--- src/rtl/sd_sector_sequencer.sv ---
// Reads a run of consecutive SD blocks through sd_card into a 512-byte sram buffer,
// then streams each buffered sector to a downstream scanner over valid/ready.
module sd_sector_sequencer #(
    parameter logic [31:0] START_BLK = 32'h2000,
    parameter int unsigned MAX_BLKS  = 16
) (
    input  logic        clk,
    input  logic        reset,
    input  logic        start,
    input  logic        stop,
    output logic        busy,
    output logic        done,
    output logic        err,
    output logic [31:0] cur_blk,
    input  logic        sd_init_finished,
    output logic        sd_rd_req,
    output logic [31:0] sd_blk_addr,
    input  logic [7:0]  sd_dout,
    input  logic        sd_valid,
    output logic        sram_we,
    output logic [8:0]  sram_addr,
    output logic [7:0]  sram_din,
    input  logic [7:0]  sram_dout,
    output logic        byte_valid,
    output logic [7:0]  byte_data,
    output logic        byte_last,
    input  logic        byte_ready
);

    typedef enum logic [2:0] {
        S_IDLE,
        S_REQ,
        S_FILL,
        S_DRAIN,
        S_NEXT,
        S_DONE
    } state_t;

    state_t      state, state_next;
    logic [9:0]  fill_cnt;
    logic [8:0]  rd_ptr;
    logic        fetched;
    logic        stop_pend;
    logic [31:0] blk_cnt;

    logic fill_full;
    logic handshake;
    logic last_blk;

    assign fill_full   = fill_cnt[9];
    assign handshake   = byte_valid & byte_ready;
    assign last_blk    = (blk_cnt + 32'd1) == MAX_BLKS;
    assign sd_blk_addr = cur_blk;

    // NOTE: state registers use non-blocking assignments so every flop samples pre-edge values.
    always_ff @(posedge clk) begin
        if (reset) begin
            state <= S_IDLE;
        end else begin
            state <= state_next;
        end
    end

    // NOTE: every output of this block is given a default first, so no path can infer a latch.
    always_comb begin
        state_next = state;
        busy       = (state != S_IDLE);
        done       = 1'b0;
        sd_rd_req  = 1'b0;
        sram_we    = 1'b0;
        sram_addr  = '0;
        sram_din   = sd_dout;
        unique case (state)
            S_IDLE: begin
                if (start && sd_init_finished) state_next = S_REQ;
            end
            S_REQ: begin
                sd_rd_req  = 1'b1;
                state_next = S_FILL;
            end
            S_FILL: begin
                sram_addr = fill_cnt[8:0];
                sram_we   = sd_valid & ~fill_full;
                // sd_card cannot abort a block, so a stop only takes effect once the fill is complete
                if (fill_full) state_next = (stop_pend || stop) ? S_DONE : S_DRAIN;
            end
            S_DRAIN: begin
                sram_addr = rd_ptr;
                if (stop)                         state_next = S_DONE;
                else if (handshake && byte_last) state_next = S_NEXT;
            end
            S_NEXT: begin
                state_next = last_blk ? S_DONE : S_REQ;
            end
            S_DONE: begin
                done       = 1'b1;
                state_next = S_IDLE;
            end
            default: state_next = S_IDLE;
        endcase
    end

    always_ff @(posedge clk) begin
        if (reset) begin
            cur_blk    <= START_BLK;
            err        <= 1'b0;
            blk_cnt    <= '0;
            fill_cnt   <= '0;
            rd_ptr     <= '0;
            fetched    <= 1'b0;
            stop_pend  <= 1'b0;
            byte_valid <= 1'b0;
            byte_data  <= '0;
            byte_last  <= 1'b0;
        end else begin
            case (state)
                S_IDLE: begin
                    if (start && sd_init_finished) begin
                        cur_blk   <= START_BLK;
                        blk_cnt   <= '0;
                        err       <= 1'b0;
                        stop_pend <= 1'b0;
                    end
                end
                S_REQ: begin
                    fill_cnt <= '0;
                    rd_ptr   <= '0;
                    fetched  <= 1'b0;
                    if (stop) stop_pend <= 1'b1;
                end
                S_FILL: begin
                    if (sram_we) fill_cnt <= fill_cnt + 10'd1;
                    if (stop)    stop_pend <= 1'b1;
                end
                S_DRAIN: begin
                    // rd_ptr already addresses the following byte while the current one waits,
                    // so sram_dout is ready the cycle after a handshake
                    fetched <= 1'b1;
                    if (handshake || stop) begin
                        byte_valid <= 1'b0;
                        byte_last  <= 1'b0;
                    end else if (!byte_valid && fetched) begin
                        byte_valid <= 1'b1;
                        byte_data  <= sram_dout;
                        byte_last  <= (rd_ptr == 9'd511);
                        rd_ptr     <= rd_ptr + 9'd1;
                        fetched    <= 1'b0;
                    end
                end
                S_NEXT: begin
                    blk_cnt <= blk_cnt + 32'd1;
                    if (last_blk) err <= 1'b1;
                    else          cur_blk <= cur_blk + 32'd1;
                end
                default: ;
            endcase
        end
    end

endmodule

--- config.mk ---
export PLATFORM = sky130hd
export DESIGN_NAME = sd_sector_sequencer
export DESIGN_NICKNAME = d
export VERILOG_FILES = /design/src/rtl/sd_sector_sequencer.sv
export SDC_FILE = /design/constraint.sdc
export NUM_CORES = 1
export LEC_CHECK = 0
export CELL_PAD_IN_SITES_DETAIL_PLACEMENT = 1
export CELL_PAD_IN_SITES_GLOBAL_PLACEMENT = 2
export CORE_ASPECT_RATIO = 1.25
export CORE_UTILIZATION = 32
export CTS_CLUSTER_DIAMETER = 30
export DETAILED_ROUTE_END_ITERATION = 10
export GPL_ROUTABILITY_DRIVEN = 0
export PLACE_DENSITY_LB_ADDON = 0.1
export RECOVER_POWER = 25
export SYNTH_ARGS = -nofsm -noshare
export SYNTH_HDL_FRONTEND = slang
export SYNTH_SLANG_ARGS = --single-unit
--- constraint.sdc ---
create_clock -name clk -period 5.6 [get_ports clk]
set_input_delay 1.12 -clock clk [delete_from_list [all_inputs] [get_ports clk]]
set_output_delay 1.12 -clock clk [all_outputs]
set_load 0.05 [all_outputs]
* After elaboration in Yosys (flattened, before gate mapping)
Cells that the tools add are included.
W data, S select, Z words.
** Word-level totals
- Flip-flop bits (word level) :: 99
- Word-level logic and storage cells :: 91
** Cells by class
- $add $sub $neg :: 4
- Equality and inequality tests :: 16
- Multiplexer cells :: 33
- Bitwise logic cells :: 4
- Reductions and logical operators :: 23
** Operators with widths (count)
- $pmux W32 S2 :: 2
- $mux W32 :: 3
- $add A32 B1 Y32 const B :: 2
- $pmux W9 S2 :: 2
- $eq A32 B5 Y1 const B :: 1
- $pmux W10 S2 :: 1
- $mux W3 :: 6
- $mux W9 :: 2
- $reduce_and A3 Y1 :: 6
- $pmux W3 S5 :: 1
- $ne A2 B2 Y1 const B :: 7
- $mux W1 :: 12
- $add A10 B1 Y10 const B :: 1
- $mux W10 :: 1
- $reduce_bool A2 Y1 :: 5
- $add A9 B1 Y9 const B :: 1
- $eq A9 B9 Y1 const B :: 1
- $eq A3 B2 Y1 const B :: 2
- $eq A3 B3 Y1 const B :: 2
- $pmux W1 S2 :: 3
- $reduce_and A2 Y1 :: 3
- $eq A3 B1 Y1 const B :: 1
- $logic_and A1 B1 Y1 :: 3
- $logic_not A3 Y1 :: 1
- 8 further kinds :: 11

* Depth between registers and ports, before layout
- Depth in word-level cells :: 5
- Depth in mapped cells :: 13

* Least setup slack after synthesis
OpenSTA, ideal clock, no wires.
- Kind :: input to register
- Start :: input port sd_valid
- End :: register fill_cnt[5]
- Arrival time :: 3946 ps
- Slack :: 1584 ps
- Stages :: 5
- Buffers on the path :: 0
- Path through :: nor4b_1 -> or2_2 -> nand4_1 -> or3_1 -> a21oi_1
** Between the ends
- Word-level cells in the longest chain between the ends :: 4
** RTL lines
- start: declaration :: line 19 : input logic sd_valid,
- $and A1 B1 Y1 :: line 83 : sram_we = sd_valid & ~fill_full;
- $mux W1 :: line 73 : unique case (state)
- $ne A2 B2 Y1 (no source line)
- $reduce_and A2 Y1 (no source line)
- end signal: assignment :: line 132 : if (sram_we) fill_cnt <= fill_cnt + 10'd1;
- end: declaration :: line 40 : logic [9:0] fill_cnt;
Every way passes these cells.
A chain may end at the register's enable or synchronous reset.

==> results.tsv <==
stage	metric	value	unit
grt	largest net degree at the start of global routing	50	
sta	maximum clock frequency	219	MHz
clocking	post-cts resize count	0	
sta	min Tclk post-route	4.57	ns
worst_setup_path	WP data required	5.82	ns
finish	most frequent cells in the layout	99 x dfxtp_1, 98 x nand2_1, 84 x nor2_1	
synth	ys flop type	dfxtp_1	
floorplan	Initial Utilization	32.6	%
grt	antenna violations before repair	0	
worst_setup_path	crit path kind	primary input to flop	
clocking	clock buffer count from CTS	9	
placed_design	dpl hpwl	13.1	mm
finish	post-route cell area	7170	µm²
worst_setup_path	Critical R2R Launch	blk_cnt[0]	
finish	Final nets	853	
worst_setup_path	crit path launch	reset	
pwr	Cell Pwr Density	228	nW/µm²
pwr	highest ir drop seen on vdd	0.139	mV
synth	EDFF count, synth	0	
sta	worst slew pin tran	2.41	ns
grt	Total GRT Usage	19.4	%
finish	Layout Utilization	38.3	%
detailed_routing	Iteration-0 DRC Markers	338	
clocking	Post-CTS Hold Buffers	0	
sta	final setup vio count	0	
detailed_routing	vias post-DR	5954	
floorplan	Die Footprint	19600	µm²
pwr	Pleak	2.34	nW
sta	worst-case clock skew	0.00787	ns
floorplan	row count	56	
grt	number of global-route vias before repair	5816	
synth	Synth area leader	dfxtp_1	
clocking	root buf cell	clkbuf_16	
worst_setup_path	CP Max Fanout	49	
synth	sequential area share after synthesis	32.5	%
finish	fraction of layout cells with a size suffix above 1	3.86	%
synth	Mapped Area	6090	µm²
floorplan	io pins	119	
clocking	H-tree depth	3	
synth	Async SR Flop Fraction	0	%
worst_setup_path	crit start category	primary input	
floorplan	Die W	125	µm
clocking	clk_lat worst skew	0.36	ns
sta	Hold Vio Cnt, Final	0	
worst_hold_path	hold_sp	byte_data[1]	
outcome	violated checks	design-rule violations, max-capacitance violations, max-slew violations	
grt	Overflow after GRT	0	
sta	Max-slew headroom	-60.5	%
detailed_routing	total wire length	18.6	mm
detailed_routing	DR pass1 iterations	8	
synth	top cells by area, synth	dfxtp_1 33%, nand2_1 6.1%, buf_4 5.9%, nor2_1 5.2%, mux2i_1 5.1%	
synth	Yosys cell types	57	
grt	first-pass GRT wire length	30.6	mm
run	max cap viols	1	
finish	synthesis-to-layout area growth	17.6	%
worst_hold_path	Hold Path Class	flop to flop	
floorplan	Core ar.	18700	µm²
synth	post-synth net total	834	
clocking	Worst-path clk slew	0.08	ns
synth	Synth Instances	805	
synth	Yosys top cell area share	32.5	%
detailed_routing	post-DR vias/cell	5.61	
finish	ANT cells	0	
floorplan	die height	156	µm
detailed_routing	wire per inst	17.6	µm
clocking	Post-CTS Setup Inserts	0	
finish	commonest non-fill, non-tap cell in the layout	dfxtp_1	
worst_setup_path	Crit. End Element	flop	
sta	Final period util	81.6	%
synth	mean post-synth cell area	7.57	µm²
detailed_routing	post-route ant nets	0	
placed_design	port bufs	102	
sta	Max Slew Vio Count	50	
synth	Yosys reg bits	99	
sta	RSZ-0062 raised after global routing	false	
synth	Ys Warns	0	
clocking	TritonCTS clock tree	done	
clocking	Sink Count	99	
detailed_routing	DRC errors left	14	
placed_design	placed inst area	6870	µm²
outcome	status	finished with violations	
sta	post-route setup TNS	0	ns
worst_setup_path	CP Data Arrival Time	4.79	ns
clocking	clock buffer depth	2	
metal layers:
metal  track usage [%]  vias up  routed length [µm]
met5                 0        -                   0
met4              6.56        0                 299
met3              3.15       18                 491
met2              35.0       82                9270
li1                  -     2929                   -
met1              23.4     2925                8590
path summary, 6_finish.rpt:
check / end / slack (ns) / cells past startpoint
min: byte_data[1] / 0.46 / 2
min reg2reg: byte_data[1] / 0.46 / 2
max: rd_ptr[5] / 1.03 / 4
max reg2reg: cur_blk[13] / 2.08 / 9
stage by stage:
stage	total power [mW]	hold WS (ns)	setup slack, ns	std cells
5_1_grt	1.71	0.494	0.725	1061
4_1_cts	1.66	0.464	1.53	1061
6_report	1.63	0.456	1.03	1061
3_5_place_dp	0.994	0.452	1.52	1045
3_3_place_gp	0.988	0.442	1.58	1045
2_1_floorplan	0.926	0.449	1.58	805
logic make-up after synthesis:
family,after synthesis,share of synthesized area (%)
fa+ha+maj,6,1.23
flops,99,32.5
simple gates,391,32.9
mux,31,5.09
compound gates,150,15.5
xor+xnor,18,2.59
buf+inv,110,10.1
report_power, final:
group	internal [mW]	total (mW)	switching, mW
logic	0.0764	0.237	0.161
registers	0.712	0.737	0.0254
clock network	0.352	0.657	0.305
total	1.14	1.63	0.491
synth_stat cells (12+ instances only):
library cell / instances
a21oi_1: 56
or4_1: 14
buf_2: 12
buf_4: 48
nor3_1: 28
nor2_1: 84
and3_1: 15
mux2i_1: 31
or3_1: 30
a311oi_1: 12
nor4_1: 16
clkbuf_1: 34
o21ai_0: 29
nand2_1: 99
nand3_1: 42
nand4_1: 23
dfxtp_1: 99
worst max-delay path, cell delays in order:
cell      delay (ns)
clkbuf_1        1.67
clkbuf_1        1.08
or2_0           0.76
nor2_1          0.12
state kept, by name (all words and copies together) (netlist names):
name and count:
fill_cnt 10, state 3, byte_data 8, err 1, byte_valid 1, byte_last 1
fetched 1, blk_cnt 32, stop_pend 1, rd_ptr 9, cur_blk 32
cell type report:
| type | count | area, µm² |
|---|---|---|
| timing repair buffer | 108 | 1060 |
| inverter | 10 | 37.5 |
| tap | 232 | 290 |
| multi-input combinational | 596 | 3500 |
| sequential | 99 | 1980 |
| clock buffer | 10 | 229 |
| fill | 2206 | 11500 |
| clock inverter | 6 | 71.3 |
(Power assumes the default switching activity.)
